**src/rtl/sk_adder_if.sv**
```systemverilog
// Operand/result handshake bundle for the pipelined Sklansky adder.
interface sk_adder_if #(parameter int WIDTH = 16);
    logic             in_valid;
    logic             in_ready;
    logic [WIDTH-1:0] a;
    logic [WIDTH-1:0] b;
    logic             cin;
    logic             sub;
    logic             out_valid;
    logic             out_ready;
    logic [WIDTH-1:0] sum;
    logic             cout;
    logic             ovf;

    modport master (
        output in_valid, a, b, cin, sub, out_ready,
        input  in_ready, out_valid, sum, cout, ovf
    );

    modport slave (
        input  in_valid, a, b, cin, sub, out_ready,
        output in_ready, out_valid, sum, cout, ovf
    );
endinterface

```
**src/rtl/sk_adder_pipe.sv**
```systemverilog
// Add/subtract built on a Sklansky prefix network, cut into STAGES register
// stages with a single global stall (adv) driven by the output handshake.
module sk_adder_pipe #(
    parameter int WIDTH  = 16,
    parameter int STAGES = 2
) (
    input logic      clk,
    input logic      rst_n,
    sk_adder_if.slave bus
);
    localparam int LV    = $clog2(WIDTH);
    localparam int NSTEP = LV + 2;   // gp, LV prefix levels, final xor

    typedef struct packed {
        logic [WIDTH-1:0] hp;   // half-sum a ^ b_eff, kept for the final xor
        logic [WIDTH-1:0] gg;   // group generate
        logic [WIDTH-1:0] pp;   // group propagate
        logic             c0;
        logic             am;
        logic             bm;
    } step_t;

    // Stage index of each step; a register sits wherever it increments.
    function automatic int stg(input int s);
        return (s * STAGES) / NSTEP;
    endfunction

    logic adv;

    // Reset forces the pipe to advance so in_ready stays high throughout it.
    assign adv          = !rst_n || !bus.out_valid || bus.out_ready;
    assign bus.in_ready = adv;

    for (genvar s = 0; s <= LV; s++) begin : g_step
        step_t xo;
        logic  vo;

        if (s == 0) begin : g_gp
            logic [WIDTH-1:0] beff;
            always_comb begin
                beff  = bus.sub ? ~bus.b : bus.b;
                xo.hp = bus.a ^ beff;
                xo.pp = bus.a ^ beff;
                xo.gg = bus.a & beff;
                xo.c0 = bus.sub | bus.cin;
                xo.am = bus.a[WIDTH-1];
                xo.bm = beff[WIDTH-1];
            end
            assign vo = bus.in_valid;
        end else begin : g_lvl
            localparam int K = s - 1;
            step_t di;
            logic  vi;

            if (stg(s) != stg(s - 1)) begin : g_reg
                always_ff @(posedge clk) begin
                    if (!rst_n) begin
                        di <= '0;
                        vi <= 1'b0;
                    end else if (adv) begin
                        di <= g_step[s-1].xo;
                        vi <= g_step[s-1].vo;
                    end
                end
            end else begin : g_wire
                assign di = g_step[s-1].xo;
                assign vi = g_step[s-1].vo;
            end

            // Upper half of each 2^(K+1) block takes the top bit of the lower half.
            always_comb begin
                xo = di;
                for (int i = 0; i < WIDTH; i++) begin
                    if (((i >> K) & 1) == 1) begin
                        xo.gg[i] = di.gg[i] | (di.pp[i] & di.gg[((i >> K) << K) - 1]);
                        xo.pp[i] = di.pp[i] & di.pp[((i >> K) << K) - 1];
                    end
                end
            end
            assign vo = vi;
        end
    end

    step_t df;
    logic  vf;

    if (stg(LV + 1) != stg(LV)) begin : g_freg
        always_ff @(posedge clk) begin
            if (!rst_n) begin
                df <= '0;
                vf <= 1'b0;
            end else if (adv) begin
                df <= g_step[LV].xo;
                vf <= g_step[LV].vo;
            end
        end
    end else begin : g_fwire
        assign df = g_step[LV].xo;
        assign vf = g_step[LV].vo;
    end

    // Carry-in is applied after the prefix tree: c[i+1] = G[i:0] | P[i:0] & c0.
    logic [WIDTH-1:0] cy;
    logic [WIDTH-1:0] rs;

    assign cy = df.gg | (df.pp & {WIDTH{df.c0}});
    assign rs = df.hp ^ {cy[WIDTH-2:0], df.c0};

    always_ff @(posedge clk) begin
        if (!rst_n) begin
            bus.out_valid <= 1'b0;
            bus.sum       <= '0;
            bus.cout      <= 1'b0;
            bus.ovf       <= 1'b0;
        end else if (adv) begin
            bus.out_valid <= vf;
            if (vf) begin
                bus.sum  <= rs;
                bus.cout <= cy[WIDTH-1];
                bus.ovf  <= (df.am == df.bm) && (rs[WIDTH-1] != df.am);
            end
        end
    end
endmodule

```
**src/flat_wrapper.sv**
```systemverilog
// flat-port wrapper written by rule: the top's interface ports become plain ports
module sk_adder_pipe_flat 
#(
    parameter int WIDTH  = 16,
    parameter int STAGES = 2
)
  (clk, rst_n, bus_in_valid, bus_a, bus_b, bus_cin, bus_sub, bus_out_ready, bus_in_ready, bus_out_valid, bus_sum, bus_cout, bus_ovf);
  sk_adder_if #(.WIDTH(WIDTH)) bus_i ();
  input logic clk;
  input logic rst_n;
  input wire logic [$bits(bus_i.in_valid)-1:0] bus_in_valid;
  input wire logic [$bits(bus_i.a)-1:0] bus_a;
  input wire logic [$bits(bus_i.b)-1:0] bus_b;
  input wire logic [$bits(bus_i.cin)-1:0] bus_cin;
  input wire logic [$bits(bus_i.sub)-1:0] bus_sub;
  input wire logic [$bits(bus_i.out_ready)-1:0] bus_out_ready;
  output wire logic [$bits(bus_i.in_ready)-1:0] bus_in_ready;
  output wire logic [$bits(bus_i.out_valid)-1:0] bus_out_valid;
  output wire logic [$bits(bus_i.sum)-1:0] bus_sum;
  output wire logic [$bits(bus_i.cout)-1:0] bus_cout;
  output wire logic [$bits(bus_i.ovf)-1:0] bus_ovf;
  assign bus_i.in_valid = bus_in_valid;
  assign bus_i.a = bus_a;
  assign bus_i.b = bus_b;
  assign bus_i.cin = bus_cin;
  assign bus_i.sub = bus_sub;
  assign bus_i.out_ready = bus_out_ready;
  assign bus_in_ready = bus_i.in_ready;
  assign bus_out_valid = bus_i.out_valid;
  assign bus_sum = bus_i.sum;
  assign bus_cout = bus_i.cout;
  assign bus_ovf = bus_i.ovf;
  sk_adder_pipe #(.WIDTH(WIDTH), .STAGES(STAGES)) u_core (.clk(clk), .rst_n(rst_n), .bus(bus_i));
endmodule
```
**config.mk**
```make
export PLATFORM = sky130hd
export DESIGN_NAME = sk_adder_pipe_flat
export DESIGN_NICKNAME = d
export VERILOG_FILES = /design/src/rtl/sk_adder_if.sv /design/src/rtl/sk_adder_pipe.sv /design/src/flat_wrapper.sv
export SDC_FILE = /design/constraint.sdc
export NUM_CORES = 1
export LEC_CHECK = 0
export CAP_MARGIN = 15
export CORE_MARGIN = 4
export CORE_UTILIZATION = 52
export CTS_BUF_LIST = sky130_fd_sc_hd__clkbuf_8 sky130_fd_sc_hd__clkbuf_16
export CTS_CLUSTER_DIAMETER = 60
export DETAILED_ROUTE_END_ITERATION = 10
export PLACE_DENSITY = 0.83
export SYNTH_ARGS = -nofsm -noshare
export SYNTH_HDL_FRONTEND = slang
export SYNTH_SLANG_ARGS = --single-unit
```
**constraint.sdc**
```tcl
create_clock -name clk -period 3.2 [get_ports clk]
set_clock_uncertainty 0.05 [all_clocks]
set_input_delay 0.64 -clock clk [delete_from_list [all_inputs] [get_ports clk]]
set_output_delay 0.64 -clock clk [all_outputs]
set_load 0.01 [all_outputs]
```
==> metrics.cfg, run 1 <==
[critical_path]
startpoint_type=input port
endpoint_kind=output port
crit_type=in -> out
critPathMaxStageDelay_ns=0.55
critical-path-top-delay-family=buffers and inverters
critPathArrivalTime_ns=1.85
worst-path-buf-inv=2
cpMaxStageDelayCell=clkdlybuf4s50_1
cp_common_cell=clkdlybuf4s50_1
critPathRequiredTime_ns=2.51
crit_start=bus_out_ready
cp_max_fo=3
r2r-start=u_core.df[2]$_SDFFE_PN0N_
crit_chain=clkdlybuf4s50_1 > nand3b_1 > clkdlybuf4s50_1

[global_routing]
grt_overflow=0
grt_max_degree=75
antenna_found_initial=0
grt_pass1_wl_um=11700
grt_usage_pct=19.9
grt_pass1_vias=2634

[timing]
min_period_ns=2.54
period_share_pct=79.3
rsz0062_at_grt=false
worst_slew_pin_slew_ns=0.830
setup_ws_ns=0.663
tns_ns=0
maxSlewViolCount=0
relSlewSlack_pct=44.5
setup_viol_count_final=0
finalHoldViolCount=0
fmaxAchievable_mhz=394

[route]
wl_per_cell_um=13.8
dr_total_vias=2750
drc=0
vias_per_cell=5.41
drt_iter0_markers=174
drt_first_pass_iters=5
drtAntennaViolNets=0
detail_route.wirelength_um=6990

[clock_tree]
clock_path_buffers=2
postCtsHoldBufs=0
clk_pin_slew_ns=0.06
post_cts_buffers=0
post_cts_resized=0
htree_levels=3
clk_root_buffer_cell=clkbuf_8
clkLatencyLatePin_ns=0.34
numCtsBuffers=9
cts_tree=built
cts.sinks=67

[layout]
antennaDiodeCount=0
final_cells=508
drive_gt1_share_pct=4.62
fin_util_pct=67.0
final_common_cell=nand2_1
mostFrequentLayoutCells=87 x nand2_1, 67 x dfxtp_1, 56 x clkdlybuf4s50_1
area_growth_pct=24.7
fin_nets=483

[floorplan]
die_w_um=86.5
die_area_sq_um=7470
core_area_sq_um=5960
ioPinCount=58
floorplan.initialDensity_pct=53.7
die_y_um=86.5
rows=28

[power]
switchingPower_mw=0.537
vdd_drop_max_mv=0.310
finalPower_mw=2.01
leakagePower_nw=1.66
clkPwrFrac_pct=33.3
p_seq_share_pct=47.6
pwr-share-comb_pct=19.1
power_density_nw_per_um2=502
internal_power_mw=1.47
p_sw_share_pct=26.8

[run]
drv_cap=0

[synthesis]
syn-num-nets=434
ys_seq_elements=67
syn_avg_cell_area_sq_um=8.44
syn_inst=379
syn_area_sq_um=3200
synth_cell_type_count=34
seq_area_frac_synth_pct=41.9
ys_warn_count=0

[placed_design]
portBuffers=57
hpwl_um=4770
dp_cells=492
gp_congestion=0.816
pre_cts_ws_ns=0.430

[hold_path]
min_from=u_core.bus.sum[2]$_SDFFE_PN0P_
hp-class=reg -> reg

[outcome]
outcome=finished, final reports clean

-- per-layer routing --
metal | GRT usage (%) | routed length (um) | up-vias
met1 | 23.6 | 3100 | 1279
met5 | 0 | 0 | -
li1 | - | - | 1384
met4 | 11.2 | 185 | 0
met2 | 33.4 | 3390 | 73
met3 | 3.71 | 313 | 14
-- cell families after synthesis --
| kind of cell | count (synthesis) | share of synthesized area [%] |
|---|---|---|
| compound gates | 98 | 19.8 |
| xor+xnor | 28 | 7.66 |
| fa+ha+maj | 17 | 6.65 |
| buf+inv | 27 | 3.21 |
| flops | 67 | 41.9 |
| simple gates | 142 | 20.8 |
-- state kept, by name (all words and copies together) (netlist names) --
| name | cells |
|---|---|
| u_core.bus.out_valid | 1 |
| u_core.bus.cout | 1 |
| u_core.bus.sum | 16 |
| u_core.g_step.g_lvl.di | 24 |
| u_core.g_step.g_lvl.vi | 1 |
| u_core.df | 23 |
| u_core.bus.ovf | 1 |
-- worst paths after layout --
path | endpoint | slack (ns) | cells past startpoint
worst min-delay path | u_core.bus.sum[2]$_SDFFE_PN0P_ | 0.40 | 2
worst max-delay path | bus_in_ready | 0.66 | 3
worst min register to register | u_core.bus.sum[2]$_SDFFE_PN0P_ | 0.40 | 2
worst max register to register | u_core.bus.sum[15]$_SDFFE_PN0P_ | 1.29 | 5
-- power groups by stage --
stage | logic, mW | clock network (mW) | registers (mW)
detailed placement | 0.381 | 0 | 0.973
CTS | 0.385 | 0.676 | 0.955
global route | 0.430 | 0.713 | 0.963
global placement | 0.372 | 0 | 0.970
floorplan | 0.236 | 0 | 0.969
finish | 0.382 | 0.668 | 0.955
-- through the flow --
stage	cell area, sq um	hold WS (ns)
floorplan	3200	0.391
global placement	3800	0.394
detailed placement	3800	0.396
CTS	3990	0.405
global route	3990	0.436
finish	3990	0.403
-- tightest hold or removal path: stages (launching register included) --
cell      delay [ns]
dfxtp_1         0.31
nand2_1         0.05
a21boi_1        0.05
-- synth_stat cells --
cell       number  area share [%]
and2_1         14             2.7
buf_1           1            0.12
ha_1           17             6.6
nor3b_1         4            0.94
nand2b_1        2            0.39
o21ai_1         5            0.78
o2111ai_1       1            0.27
inv_1           4            0.47
dfxtp_1        67              42
or4b_1          1            0.31
nor2b_1         1            0.20
o21a_1          1            0.23
o211a_1         4             1.3
nand2_1        87              10
buf_2           1            0.16
a21boi_1        5             1.2
nand3b_1        1            0.23
nand3_1        17             2.7
a21oi_1        24             3.8
a21o_1          7             1.6
a211oi_2        1            0.39
or3b_1          1            0.27
o21ai_0        18             2.8
clkbuf_1       21             2.5
nor2_1          5            0.59
or3b_2          1            0.27
nand4b_1        6             1.6
a31oi_1         1            0.20
xor2_1         23             6.3
a21boi_0       30             7.0
a211oi_1        1            0.23
nor3_1          1            0.16
or3_1           1            0.20
xnor2_1         5             1.4
-- layout make-up --
class | count | area (sq um)
tap | 75 | 93.8
timing repair buffer | 61 | 596
fill | 520 | 1960
sequential | 67 | 1340
inverter | 4 | 15.0
multi-input combinational | 285 | 1760
clock inverter | 6 | 50.0
clock buffer | 10 | 138
No activity file was read; power rests on OpenSTA's default activity.
==> run 2: changes to the inputs <==
==> constraint.sdc (replaced) <==
create_clock -name clk -period 2.6 [get_ports clk]
set_clock_uncertainty 0.05 [all_clocks]
set_input_delay 0.52 -clock clk [delete_from_list [all_inputs] [get_ports clk]]
set_output_delay 0.52 -clock clk [all_outputs]
set_load 0.01 [all_outputs]
==> run 2 against run 1 <==
- count of clock-buffer cells in the layout is 1 higher
- register-to-register slack worse by 0.65 ns
- sequential share of layout area is 0.21 points lower
- die area stayed put
- non-clock buffer count is 2 higher
- power is 20% higher
- critical endpoint unchanged
==> metrics.cfg, run 2 (synthesized netlist as in run 1, its figures left out) <==
[outcome]
outcome=finished, final reports clean

[route]
drc=0
wl_per_cell_um=13.8
drt_iter0_markers=219
drtAntennaViolNets=0
detail_route.wirelength_um=7060
dr_total_vias=2755
drt_first_pass_iters=4
vias_per_cell=5.40

[timing]
period_share_pct=88.6
finalHoldViolCount=0
setup_viol_count_final=0
setup_ws_ns=0.296
tns_ns=0
maxSlewViolCount=0
fmaxAchievable_mhz=434
min_period_ns=2.30
hold_ws_ns=0.403
worst_slew_pin_slew_ns=0.607
rsz0062_at_grt=false
relSlewSlack_pct=59.5

[floorplan]
rows=28
floorplan.initialDensity_pct=53.7
die_area_sq_um=7470
core_area_sq_um=5960
die_y_um=86.5
die_w_um=86.5
ioPinCount=58

[layout]
mostFrequentLayoutCells=87 x nand2_1, 67 x dfxtp_1, 56 x clkdlybuf4s50_1
final_common_cell=nand2_1
top_register=u_core.g_step.g_lvl.di
final_cells=510
area_growth_pct=25.5
antennaDiodeCount=0
top_regs=u_core.g_step.g_lvl.di: 24 flops, u_core.df: 23 flops, u_core.bus.sum: 16 flops
stdcell_area_sq_um=4020
fin_util_pct=67.5
drive_gt1_share_pct=5.29
largest_register_ffs=24
fin_nets=485

[power]
power_density_nw_per_um2=598
internal_power_mw=1.74
p_seq_share_pct=49.0
finalPower_mw=2.40
leakagePower_nw=1.67
vdd_drop_max_mv=0.330
clkPwrFrac_pct=31.1
pwr-share-comb_pct=19.9
switchingPower_mw=0.658
p_sw_share_pct=27.4

[critical_path]
r2r-start=u_core.df[2]$_SDFFE_PN0N_
crit_type=in -> out
critPathArrivalTime_ns=1.73
startpoint_type=input port
crit_start=bus_out_ready
ff2ff_path_depth=5
cp_max_fo=3
cp-endpoint=bus_in_ready
rrSetupSlack_ns=0.64
endpoint_kind=output port
reg2reg_to=u_core.bus.sum[15]$_SDFFE_PN0P_
critPathRequiredTime_ns=2.03

[clock_tree]
post_cts_buffers=0
clk_pin_slew_ns=0.06
clkLatencyLatePin_ns=0.33
numCtsBuffers=9
postCtsHoldBufs=0
htree_levels=3
cts.sinks=67
clk_root_buffer_cell=clkbuf_8
clock_path_buffers=2
post_cts_resized=0
cts_tree=built

[global_routing]
grt_pass1_wl_um=11900
grt_usage_pct=20.1
grt_pass1_vias=2611
grt_overflow=0
antenna_found_initial=0
grt_max_degree=75

[hold_path]
holdPathStages=2
hp-class=reg -> reg

[placed_design]
portBuffers=57
hpwl_um=4960
dp_cells=494
placed_area_sq_um=3840
pre_cts_ws_ns=0.0737
gp_congestion=0.816

[run]
drv_cap=0

## run 2: worst min path at each step
stage,startpoint,endpoint,slack (ns)
2_1_floorplan,u_core.df[20]$_SDFFE_PN0N_,u_core.df[20]$_SDFFE_PN0N_,0.39
3_3_place_gp,u_core.bus.sum[4]$_SDFFE_PN0P_,u_core.bus.sum[4]$_SDFFE_PN0P_,0.39
3_5_place_dp,u_core.bus.sum[2]$_SDFFE_PN0P_,u_core.bus.sum[2]$_SDFFE_PN0P_,0.40
4_1_cts,u_core.bus.sum[2]$_SDFFE_PN0P_,u_core.bus.sum[2]$_SDFFE_PN0P_,0.41
5_1_grt,u_core.bus.sum[12]$_SDFFE_PN0P_,u_core.bus.sum[12]$_SDFFE_PN0P_,0.43
6_report,u_core.bus.sum[2]$_SDFFE_PN0P_,u_core.bus.sum[2]$_SDFFE_PN0P_,0.40
## run 2: final cells by class
| class | count | area (sq um) |
|---|---|---|
| Fill cell | 510 | 1940 |
| Multi-Input combinational cell | 285 | 1760 |
| Sequential cell | 67 | 1340 |
| Timing Repair Buffer | 63 | 636 |
| Clock buffer | 11 | 151 |
| Tap cell | 75 | 93.8 |
| Clock inverter | 5 | 21.3 |
| Inverter | 4 | 15.0 |
## run 2: metal layers
metal | GRT usage, % | up-vias | share of wire (%)
met5 | 0 | - | 0
met4 | 8.92 | 0 | 1.6
met3 | 3.52 | 11 | 4.9
met2 | 33.7 | 71 | 49
met1 | 25.2 | 1280 | 44
li1 | - | 1393 | -
## run 2: power groups by stage
stage	Clock (mW)	Combinational, mW	Sequential, mW
2_1_floorplan	0	0.291	1.19
3_3_place_gp	0	0.465	1.19
3_5_place_dp	0	0.476	1.20
4_1_cts	0.763	0.480	1.18
5_1_grt	0.817	0.535	1.19
6_report	0.746	0.479	1.18
## run 2: worst max-delay path, cell delays in order
cell	delay (ns)
clkdlybuf4s50_1	0.50
nand3b_1	0.16
clkdlybuf4s50_1	0.55
==> run 3: changes to the inputs <==
--- a/config.mk
+++ b/config.mk
@@ -12,6 +12,7 @@
 export CTS_CLUSTER_DIAMETER = 60
 export DETAILED_ROUTE_END_ITERATION = 10
 export PLACE_DENSITY = 0.83
+export REMOVE_ABC_BUFFERS = 1
 export SYNTH_ARGS = -nofsm -noshare
 export SYNTH_HDL_FRONTEND = slang
 export SYNTH_SLANG_ARGS = --single-unit
==> run 3 against run 2 <==
- sequential share of layout area decreased by 0.35 points
- non-clock buffer count stayed put
- register-to-register slack improved by 0.13 ns
- die area stayed put
- largest cell class unchanged
- wire length up 5.0%
- combinational power barely moved
- critical path depth unchanged
- largest power group unchanged
- maximum frequency rose by 0.23%
- clock power rose by 29%
- global-route usage rose by 1.0 points
- count of clock-buffer cells in the layout shrank 1
- sequential cell count stayed put
==> metrics.cfg, run 3 (synthesized netlist as in run 1, its figures left out) <==
[layout]
mostFrequentLayoutCells=87 x nand2_1, 67 x dfxtp_1, 56 x clkdlybuf4s50_1
final_common_cell=nand2_1
area_growth_pct=26.9
drive_gt1_share_pct=5.76
antennaDiodeCount=0
top_regs=u_core.g_step.g_lvl.di: 24 flops, u_core.df: 23 flops, u_core.bus.sum: 16 flops
largest_register_ffs=24
final_cells=509
top_register=u_core.g_step.g_lvl.di
fin_nets=485
multi_input_area_sq_um=1760
fillers=506
stdcell_area_sq_um=4060
seq_area_sq_um=1340

[floorplan]
floorplan.initialDensity_pct=53.7
ioPinCount=58
core_area_sq_um=5960
die_w_um=86.5
die_area_sq_um=7470
rows=28
die_y_um=86.5

[critical_path]
cp_max_fo=3
worst-path-buf-inv=2
startpoint_type=input port
cpMaxStageDelayCell=clkdlybuf4s50_1
crit_type=in -> out
crit_chain=clkdlybuf4s50_1 > nand3b_1 > clkdlybuf4s50_1
critPathArrivalTime_ns=1.73
critPathMaxStageDelay_ns=0.55
cp_common_cell=clkdlybuf4s50_1
critical-path-top-delay-family=buffers and inverters
endpoint_kind=output port
critPathRequiredTime_ns=2.03

[clock_tree]
post_cts_buffers=0
cts_tree=built
clk_root_buffer_cell=clkbuf_8
cts.sinks=67
post_cts_resized=0
postCtsHoldBufs=0
htree_levels=3
clkLatencyLatePin_ns=0.34
clock_path_buffers=2
clk_pin_slew_ns=0.08
numCtsBuffers=9

[route]
vias_per_cell=5.33
dr_total_vias=2712
drtAntennaViolNets=0
detail_route.wirelength_um=7410
wl_per_cell_um=14.6
drc=0
drt_iter0_markers=194
drt_first_pass_iters=4

[placed_design]
portBuffers=57
gp_congestion=0.851
hpwl_um=4990
dp_cells=494
placed_area_sq_um=3840

[power]
vdd_drop_max_mv=0.415
finalPower_mw=2.61
leakagePower_nw=1.68
power_density_nw_per_um2=644

[global_routing]
grt_overflow=0
grt_max_degree=75
grt_pass1_wl_um=12400
antenna_found_initial=0
grt_pass1_vias=2703
grt_usage_pct=21.1

[run]
drv_cap=0

[timing]
rsz0062_at_grt=false
finalHoldViolCount=0
setup_viol_count_final=0
period_share_pct=88.4
fmaxAchievable_mhz=435
relSlewSlack_pct=61.2
tns_ns=0
min_period_ns=2.30
worst_slew_pin_slew_ns=0.582
maxSlewViolCount=0

[hold_path]
hp-class=reg -> reg

[outcome]
outcome=finished, final reports clean

run 3: changes by cell type in the layout (fill, tap and decap cells not counted), sizes merged:
| cell | previous run | this run |
|---|---|---|
| inv | 7 | 4 |
| bufinv | 0 | 2 |
| clkbuf | 11 | 10 |
| clkinvlp | 0 | 1 |
run 3: power breakdown:
part / internal (mW) / leakage, nW / switching, mW / total [mW]
registers: 1.11 / 0.552 / 0.0602 / 1.17
logic: 0.245 / 1.02 / 0.235 / 0.480
clock network: 0.558 / 0.108 / 0.402 / 0.959
total: 1.92 / 1.68 / 0.697 / 2.61
run 3: final timing paths:
path / slack [ns] / to / from / cells past startpoint
max reg2reg: 0.77 / u_core.bus.ovf$_SDFFE_PN0P_ / u_core.df[2]$_SDFFE_PN0N_ / 5
min: 0.40 / u_core.bus.sum[2]$_SDFFE_PN0P_ / u_core.bus.sum[2]$_SDFFE_PN0P_ / 2
max: 0.30 / bus_in_ready / bus_out_ready / 3
min reg2reg: 0.40 / u_core.bus.sum[2]$_SDFFE_PN0P_ / u_core.bus.sum[2]$_SDFFE_PN0P_ / 2
run 3: layout make-up:
| cell class | count | share of cell area [%] |
|---|---|---|
| multi-input combinational | 285 | 43.3 |
| sequential | 67 | 33.0 |
| timing repair buffer | 63 | 15.7 |
| clock buffer | 10 | 3.39 |
| tap | 75 | 2.31 |
| clock inverter | 5 | 1.91 |
| inverter | 4 | 0.370 |
run 3: stage by stage:
step           worst slack [ns]  utilization [%]  hold WS [ns]
2_1_floorplan            0.0497                -         0.391
3_3_place_gp              0.168             64.6         0.386
6_report                  0.301             68.2         0.400
4_1_cts                   0.304             68.2         0.403
3_5_place_dp             0.0828             64.6         0.393
5_1_grt                   0.226             68.2         0.430
run 3: worst register-to-register path: stages, from the launching register on:
cell and delay (ns):
dfxtp_1 0.47, a21o_1 0.31, a21o_1 0.30, a211oi_1 0.15, or3_1 0.32, a31oi_1 0.16
run 3: per-layer routing:
metal,wire length (um),vias to the layer above,track usage [%]
met4,97,0,7.08
met3,383,9,5.99
met5,0,-,0
met2,3640,59,36.2
met1,3290,1246,25.4
li1,-,1398,-
